[src/rtl/ef_smsdac_dly.sv]
// Fixed-latency delay line; aligns DAC input data with the element codes.
module ef_smsdac_dly #(
  parameter int unsigned WIDTH = 8,
  parameter int unsigned LAT   = 3
) (
  input  logic             clk,
  input  logic             rst_b,
  input  logic [WIDTH-1:0] d,
  output logic [WIDTH-1:0] q
);

  logic [WIDTH-1:0] stage_q [LAT];

  // Shift every cycle; reset flushes the pipe to zero.
  always_ff @(posedge clk) begin
    if (!rst_b) begin
      stage_q <= '{default: '0};
    end else begin
      stage_q[0] <= d;
      for (int i = 1; i < LAT; i++) begin
        stage_q[i] <= stage_q[i-1];
      end
    end
  end

  assign q = stage_q[LAT-1];

endmodule

[config.mk]
export PLATFORM = sky130hd
export DESIGN_NAME = ef_smsdac_dly
export DESIGN_NICKNAME = d
export VERILOG_FILES = /design/src/rtl/ef_smsdac_dly.sv
export SDC_FILE = /design/constraint.sdc
export NUM_CORES = 1
export LEC_CHECK = 0
export CAP_MARGIN = 10
export CORE_MARGIN = 10
export CORE_UTILIZATION = 31
export DETAILED_ROUTE_END_ITERATION = 7
export PLACE_DENSITY_LB_ADDON = 0.12
export RECOVER_POWER = 50
export SLEW_MARGIN = 20
export SYNTH_ARGS = -nofsm -noshare
export SYNTH_HDL_FRONTEND = slang
export SYNTH_SLANG_ARGS = --single-unit
export TNS_END_PERCENT = 100
[constraint.sdc]
create_clock -name clk -period 0.8 [get_ports clk]
set_input_delay 0.08 -clock clk [delete_from_list [all_inputs] [get_ports clk]]
set_output_delay 0.08 -clock clk [all_outputs]
set_load 0.02 [all_outputs]
==> out/metrics.cfg, run 1 <==
[status]
outcome = complete, but fails checks
violations = negative setup slack

[routing]
drtPass1Iterations = 2
wl_per_cell_um = 8.87
via_count = 360
ant_nets = 0
post-route-drc-count = 0
drt-initial-drc-count = 2
drt-total-wl_um = 869
viasPerCell = 3.67

[worst_setup_path]
cpPeakStageDelay_ns = 0.33
cp-end-kind = output port
crit_path_start_kind = flip-flop
slowest_stage = dfxtp_2
cp_max_fo = 1
crit_type = flip-flop to output port
cp_cell_sequence = buf_6
worstPathArrival_ns = 0.75
r2r_setup_slack_ns = 0.22
crit_start = q[4]$_SDFF_PN0_
critPathBufInv = 1
cp_top_family = flip-flops
worstPathRequired_ns = 0.72
timing.rr.start = stage_q[11]$_SDFF_PN0_

[sta]
timing.setup.tns_ns = -0.260
worst_pin_slew_ns = 0.168
max_freq_ghz = 1.20
fin_ws_ns = -0.0332
post-route-min-period_ns = 0.833
final-max-slew-violation-count = 0
hold_viol = 0
rsz0062_at_grt = yes
maxSlewHeadroom = 0.888
fin_crit_sh = 1.04
setup_viol = 13
fin_skew_ns = 0.000355

[yosys]
yosys.cell_count.top_type = dfxtp_1
avgSynthCellArea_um2 = 12.7
ys_types = 5
yosysSeqAreaShare = 0.653
synth_seq_cells = 24
synth.largest_area_cell = dfxtp_1
synth_common_cells = dfxtp_1, and2_2, buf_4, and2_1, buf_6
synth_edf_count = 0
synth_ff_type = dfxtp_1
synth_area_leaders = dfxtp_1, and2_2, buf_4
synth_top_area_frac = 0.653
synthArstFlopShare = 0
netlist_area_um2 = 736
netlist_instances = 58
ys_warn_count = 0
syn-num-nets = 68

[clocking]
cts_setup_buffers = 0
cts_tree = yes
cts_resized = 56
clock_sinks = 24
h-tree-depth = 1
cts_hold_buf = 0
clock_path_buffers = 2
worst_skew_pair.late_latency_ns = 0.30
cts_buffers = 3
root_buffer = clkbuf_4
clk_pin_slew_ns = 0.11

[pwr]
pwr-share-seq = 0.669
power_switching_uw = 367
pwr-share-comb = 0.069
switching_share = 0.196
power_density_nw_per_um2 = 2060
internal-power_mw = 1.51
clockPowerShare = 0.262
p_leak_nw = 0.389
ir_drop_v = 0.00113

[grt]
grt_overflow = 0
grt_pass1_vias = 294
grt_pass1_wl_um = 1230
antenna_found_initial = 0
grtUsageTotal = 0.0395
grt_max_degree = 15

[place]
placement.io_buffers = 17
gp_congestion = 0.553

[floorplan]
dieArea_um2 = 4720
start_util = 0.329
row_count = 17
die_w_um = 68.7
ios = 18
die_h_um = 68.7
core_um2 = 2230

[min_path]
holdCritStartpoint = d[3]
holdCritPathClass = input port to flip-flop

[finish]
layout-drive-gt1-share = 0.557
areaGrowthSynthToFinish_pct = 23.8
finish.utilization = 0.408
fill_cells = 225
diodes = 0
nNetsFinal = 82

[job]
maxCapViolations = 0

[cell usage in the layout, fill, tap and decap left out]
cell / count
and2_2: 18
dfxtp_1: 16
clkdlybuf4s50_1: 8
buf_6: 8
dfxtp_2: 8
and2_1: 6
clkbuf_4: 3
dlygate4sd3_1: 1
buf_2: 1
clkbuf_2: 1
[power by group through the flow]
stage               Clock, mW  Combinational [mW]  Sequential (mW)
finish                  0.491               0.130             1.25
global route            0.575               0.141             1.26
CTS                     0.528               0.138             1.26
detailed placement          0               0.135             1.28
global placement            0               0.133             1.28
floorplan                   0              0.0803             1.28
[logic make-up (layout without fill, tap and decap cells)]
logic type / count (synthesis) / in the layout / synth area share
flip-flops: 24 / 24 / 0.653
AND/OR/NAND/NOR: 24 / 24 / 0.235
buffers and inverters: 10 / 22 / 0.112
[stage by stage]
stage               setup slack (ns)  cell area [um^2]  hold WS, ns  instances  total power [mW]
floorplan                      0.250               736        0.207         58              1.36
global placement              -0.171               873        0.415         95              1.41
detailed placement            -0.191               873        0.423         95              1.41
CTS                          -0.0543               916        0.327         98              1.92
global route                 -0.0787               911        0.321         98              1.97
finish                       -0.0332               911        0.343         98              1.87
[layout make-up]
| type | count | area (um^2) | share of cell area |
|---|---|---|---|
| repair buffers | 19 | 190 | 0.209 |
| multi-input cells | 24 | 173 | 0.190 |
| flip-flops and latches | 24 | 490 | 0.538 |
| clock buffers | 3 | 22.5 | 0.0247 |
| well taps | 28 | 35.0 | 0.0385 |
[layer usage]
layer | global-route usage | up-vias | share of wire
li1 | - | 189 | -
met1 | 0.0370 | 153 | 0.44
met2 | 0.0461 | 14 | 0.39
met3 | 0.0274 | 4 | 0.13
met4 | 0.0591 | 0 | 0.037
met5 | 0 | - | 0
[state kept, by name, indices dropped and copies added (netlist names)]
register,flops
q,8
stage_q,16
[worst paths after layout]
| path | cells past startpoint | to |
|---|---|---|
| worst min register to register | 1 | q[0]$_SDFF_PN0_ |
| worst min-delay path | 2 | stage_q[19]$_SDFF_PN0_ |
| worst max-delay path | 1 | q[4] |
| worst max register to register | 1 | q[3]$_SDFF_PN0_ |
(Power assumes the default switching activity.)
==> run 2: changes to the inputs <==
--- a/config.mk
+++ b/config.mk
@@ -7,7 +7,7 @@
 export LEC_CHECK = 0
 export CAP_MARGIN = 10
 export CORE_MARGIN = 10
-export CORE_UTILIZATION = 31
+export CORE_UTILIZATION = 40
 export DETAILED_ROUTE_END_ITERATION = 7
 export PLACE_DENSITY_LB_ADDON = 0.12
 export RECOVER_POWER = 50
==> out/metrics.cfg, run 2 (synthesis gave the netlist of run 1 again) <==
[pwr]
switching_share = 0.180  ; -0.0156
power_switching_uw = 353  ; -3.6%
power_density_nw_per_um2 = 2130  ; +3.5%
pwr-share-seq = 0.638  ; -0.031
clockPowerShare = 0.296  ; +0.034
pwr-share-comb = 0.066  ; -0.003
ir_drop_v = 0.000960  ; -15%
p_leak_nw = 0.393  ; +1.1%
internal-power_mw = 1.61  ; +6.8%

[worst_setup_path]
crit_type = flip-flop to output port
r2r_setup_slack_ns = 0.23  ; about the same
crit_path_start_kind = flip-flop
worstPathRequired_ns = 0.72  ; about the same
worstPathArrival_ns = 0.75  ; about the same
cp_cell_sequence = buf_6
cpPeakStageDelay_ns = 0.33  ; about the same
critPathBufInv = 1  ; unchanged
cp-end-kind = output port
slowest_stage = dfxtp_2
cp_max_fo = 1  ; unchanged
cp_top_family = flip-flops

[floorplan]
die_w_um = 62.9  ; -8.5%
dieArea_um2 = 3950  ; -16%
ios = 18  ; unchanged
die_h_um = 62.9  ; -8.5%
row_count = 15  ; -2
core_um2 = 1730  ; -23%
start_util = 0.426  ; +0.0967

[clocking]
root_buffer = clkbuf_4
h-tree-depth = 1  ; unchanged
clock_sinks = 24  ; unchanged
cts_hold_buf = 0  ; unchanged
worst_skew_pair.late_latency_ns = 0.29  ; about the same
cts_tree = yes
clk_pin_slew_ns = 0.11  ; about the same
clock_path_buffers = 2  ; unchanged
cts_buffers = 3  ; unchanged

[place]
dpl_cell_area_um2 = 870  ; -0.43%
gp_congestion = 0.573  ; +3.6%
placement.io_buffers = 17  ; unchanged

[routing]
wl_per_cell_um = 7.64  ; -14%
drtPass1Iterations = 1  ; -1
via_count = 341  ; -5.3%
viasPerCell = 3.55  ; -3.3%
ant_nets = 0  ; unchanged
drt-initial-drc-count = 0  ; -2
post-route-drc-count = 0  ; unchanged
drt-total-wl_um = 733  ; -16%

[sta]
setup_viol = 8  ; -5
fin_crit_sh = 1.03  ; -0.00763
max_freq_ghz = 1.21  ; +0.74%
hold_viol = 0  ; unchanged
maxSlewHeadroom = 0.882  ; -0.00611
fin_skew_ns = 0.00212  ; +0.00177 ns
fin_ws_ns = -0.0271  ; +0.00611 ns
timing.setup.tns_ns = -0.199  ; +0.0607 ns
rsz0062_at_grt = yes
post-route-min-period_ns = 0.827  ; -0.00611 ns
final-max-slew-violation-count = 0  ; unchanged
worst_pin_slew_ns = 0.178  ; +0.00916 ns

[finish]
largest_register_ffs = 16  ; unchanged
regMostFlops = stage_q
final_cell_mix = and2_2, dfxtp_1, clkdlybuf4s50_1, buf_6, dfxtp_2
areaGrowthSynthToFinish_pct = 25.3
nNetsFinal = 82  ; unchanged
layout-drive-gt1-share = 0.549  ; -0.00785
fin_area_um2 = 922  ; +1.2%
final_common_cell = and2_2
diodes = 0  ; unchanged
fill_cells = 159  ; -29%

[grt]
met2_usage = 0.0533  ; +0.00722
grt_overflow = 0  ; unchanged
use_met3 = 0.0251  ; -0.00229
grt_pass1_vias = 292  ; -0.68%
grt-busiest-layer = met4
grtUsageTotal = 0.0366  ; -0.00292
grt_max_degree = 18  ; +3
grt_pass1_wl_um = 1100  ; -11%
met1_usage = 0.0244  ; -0.0127
antenna_found_initial = 0  ; unchanged

[status]
violations = negative setup slack
outcome = complete, but fails checks

[min_path]
holdCritPathClass = input port to flip-flop

[job]
maxCapViolations = 0  ; unchanged

==> run 2: cell types whose count changed in the layout (fill, tap and decap cells not counted), sizes merged <==
cell    change
clkbuf      +1
==> run 2: through the flow <==
step / setup slack [ns] / power, mW / hold slack (ns) / cells / utilization
after detailed placement: -0.177 / 1.41 / 0.427 / 92 / 0.504
final: -0.0271 / 1.96 / 0.348 / 96 / 0.534
after CTS: -0.0427 / 2.00 / 0.337 / 96 / 0.536
after global routing: -0.0650 / 2.05 / 0.335 / 96 / 0.534
after floorplan: 0.250 / 1.36 / 0.207 / 58 / -
after global placement: -0.166 / 1.41 / 0.418 / 92 / 0.504
==> run 2: area by class of cell <==
type | instances | area (um^2) | area share
clock buffer | 4 | 36.3 | 0.0393
multi-input combinational | 24 | 173 | 0.187
sequential | 24 | 490 | 0.532
tap | 25 | 31.3 | 0.0339
timing repair buffer | 19 | 191 | 0.208
==> run 2: path summary, 6_finish.rpt <==
kind                                from  cells after the start                     end
setup / recovery         q[4]$_SDFF_PN0_                      1                    q[4]
hold / removal                      d[2]                      2  stage_q[18]$_SDFF_PN0_
setup reg to reg  stage_q[10]$_SDFF_PN0_                      1         q[2]$_SDFF_PN0_
hold reg to reg    stage_q[8]$_SDFF_PN0_                      1         q[0]$_SDFF_PN0_
==> run 2: power groups by stage <==
| stage | Sequential (mW) | Clock (mW) | Combinational, mW |
|---|---|---|---|
| 2_1_floorplan | 1.28 | 0 | 0.0803 |
| 3_3_place_gp | 1.28 | 0 | 0.132 |
| 3_5_place_dp | 1.28 | 0 | 0.133 |
| 4_1_cts | 1.25 | 0.614 | 0.135 |
| 5_1_grt | 1.26 | 0.651 | 0.141 |
| 6_report | 1.25 | 0.581 | 0.129 |
==> run 2: what timing repair did <==
| action | in CTS | in global routing |
|---|---|---|
| gates resized for setup | 56 | 0 |
| setup endpoints to repair | 8 | 8 |
| endpoints found under the hold margin | 0 | 0 |
| setup buffers | 0 | 0 |
| gates cloned | 0 | 0 |
==> run 2: layer usage <==
metal  share of wire  wire length, um
met2            0.37              273
met4           0.063               46
met1            0.42              309
met5               0                0
met3            0.14              103
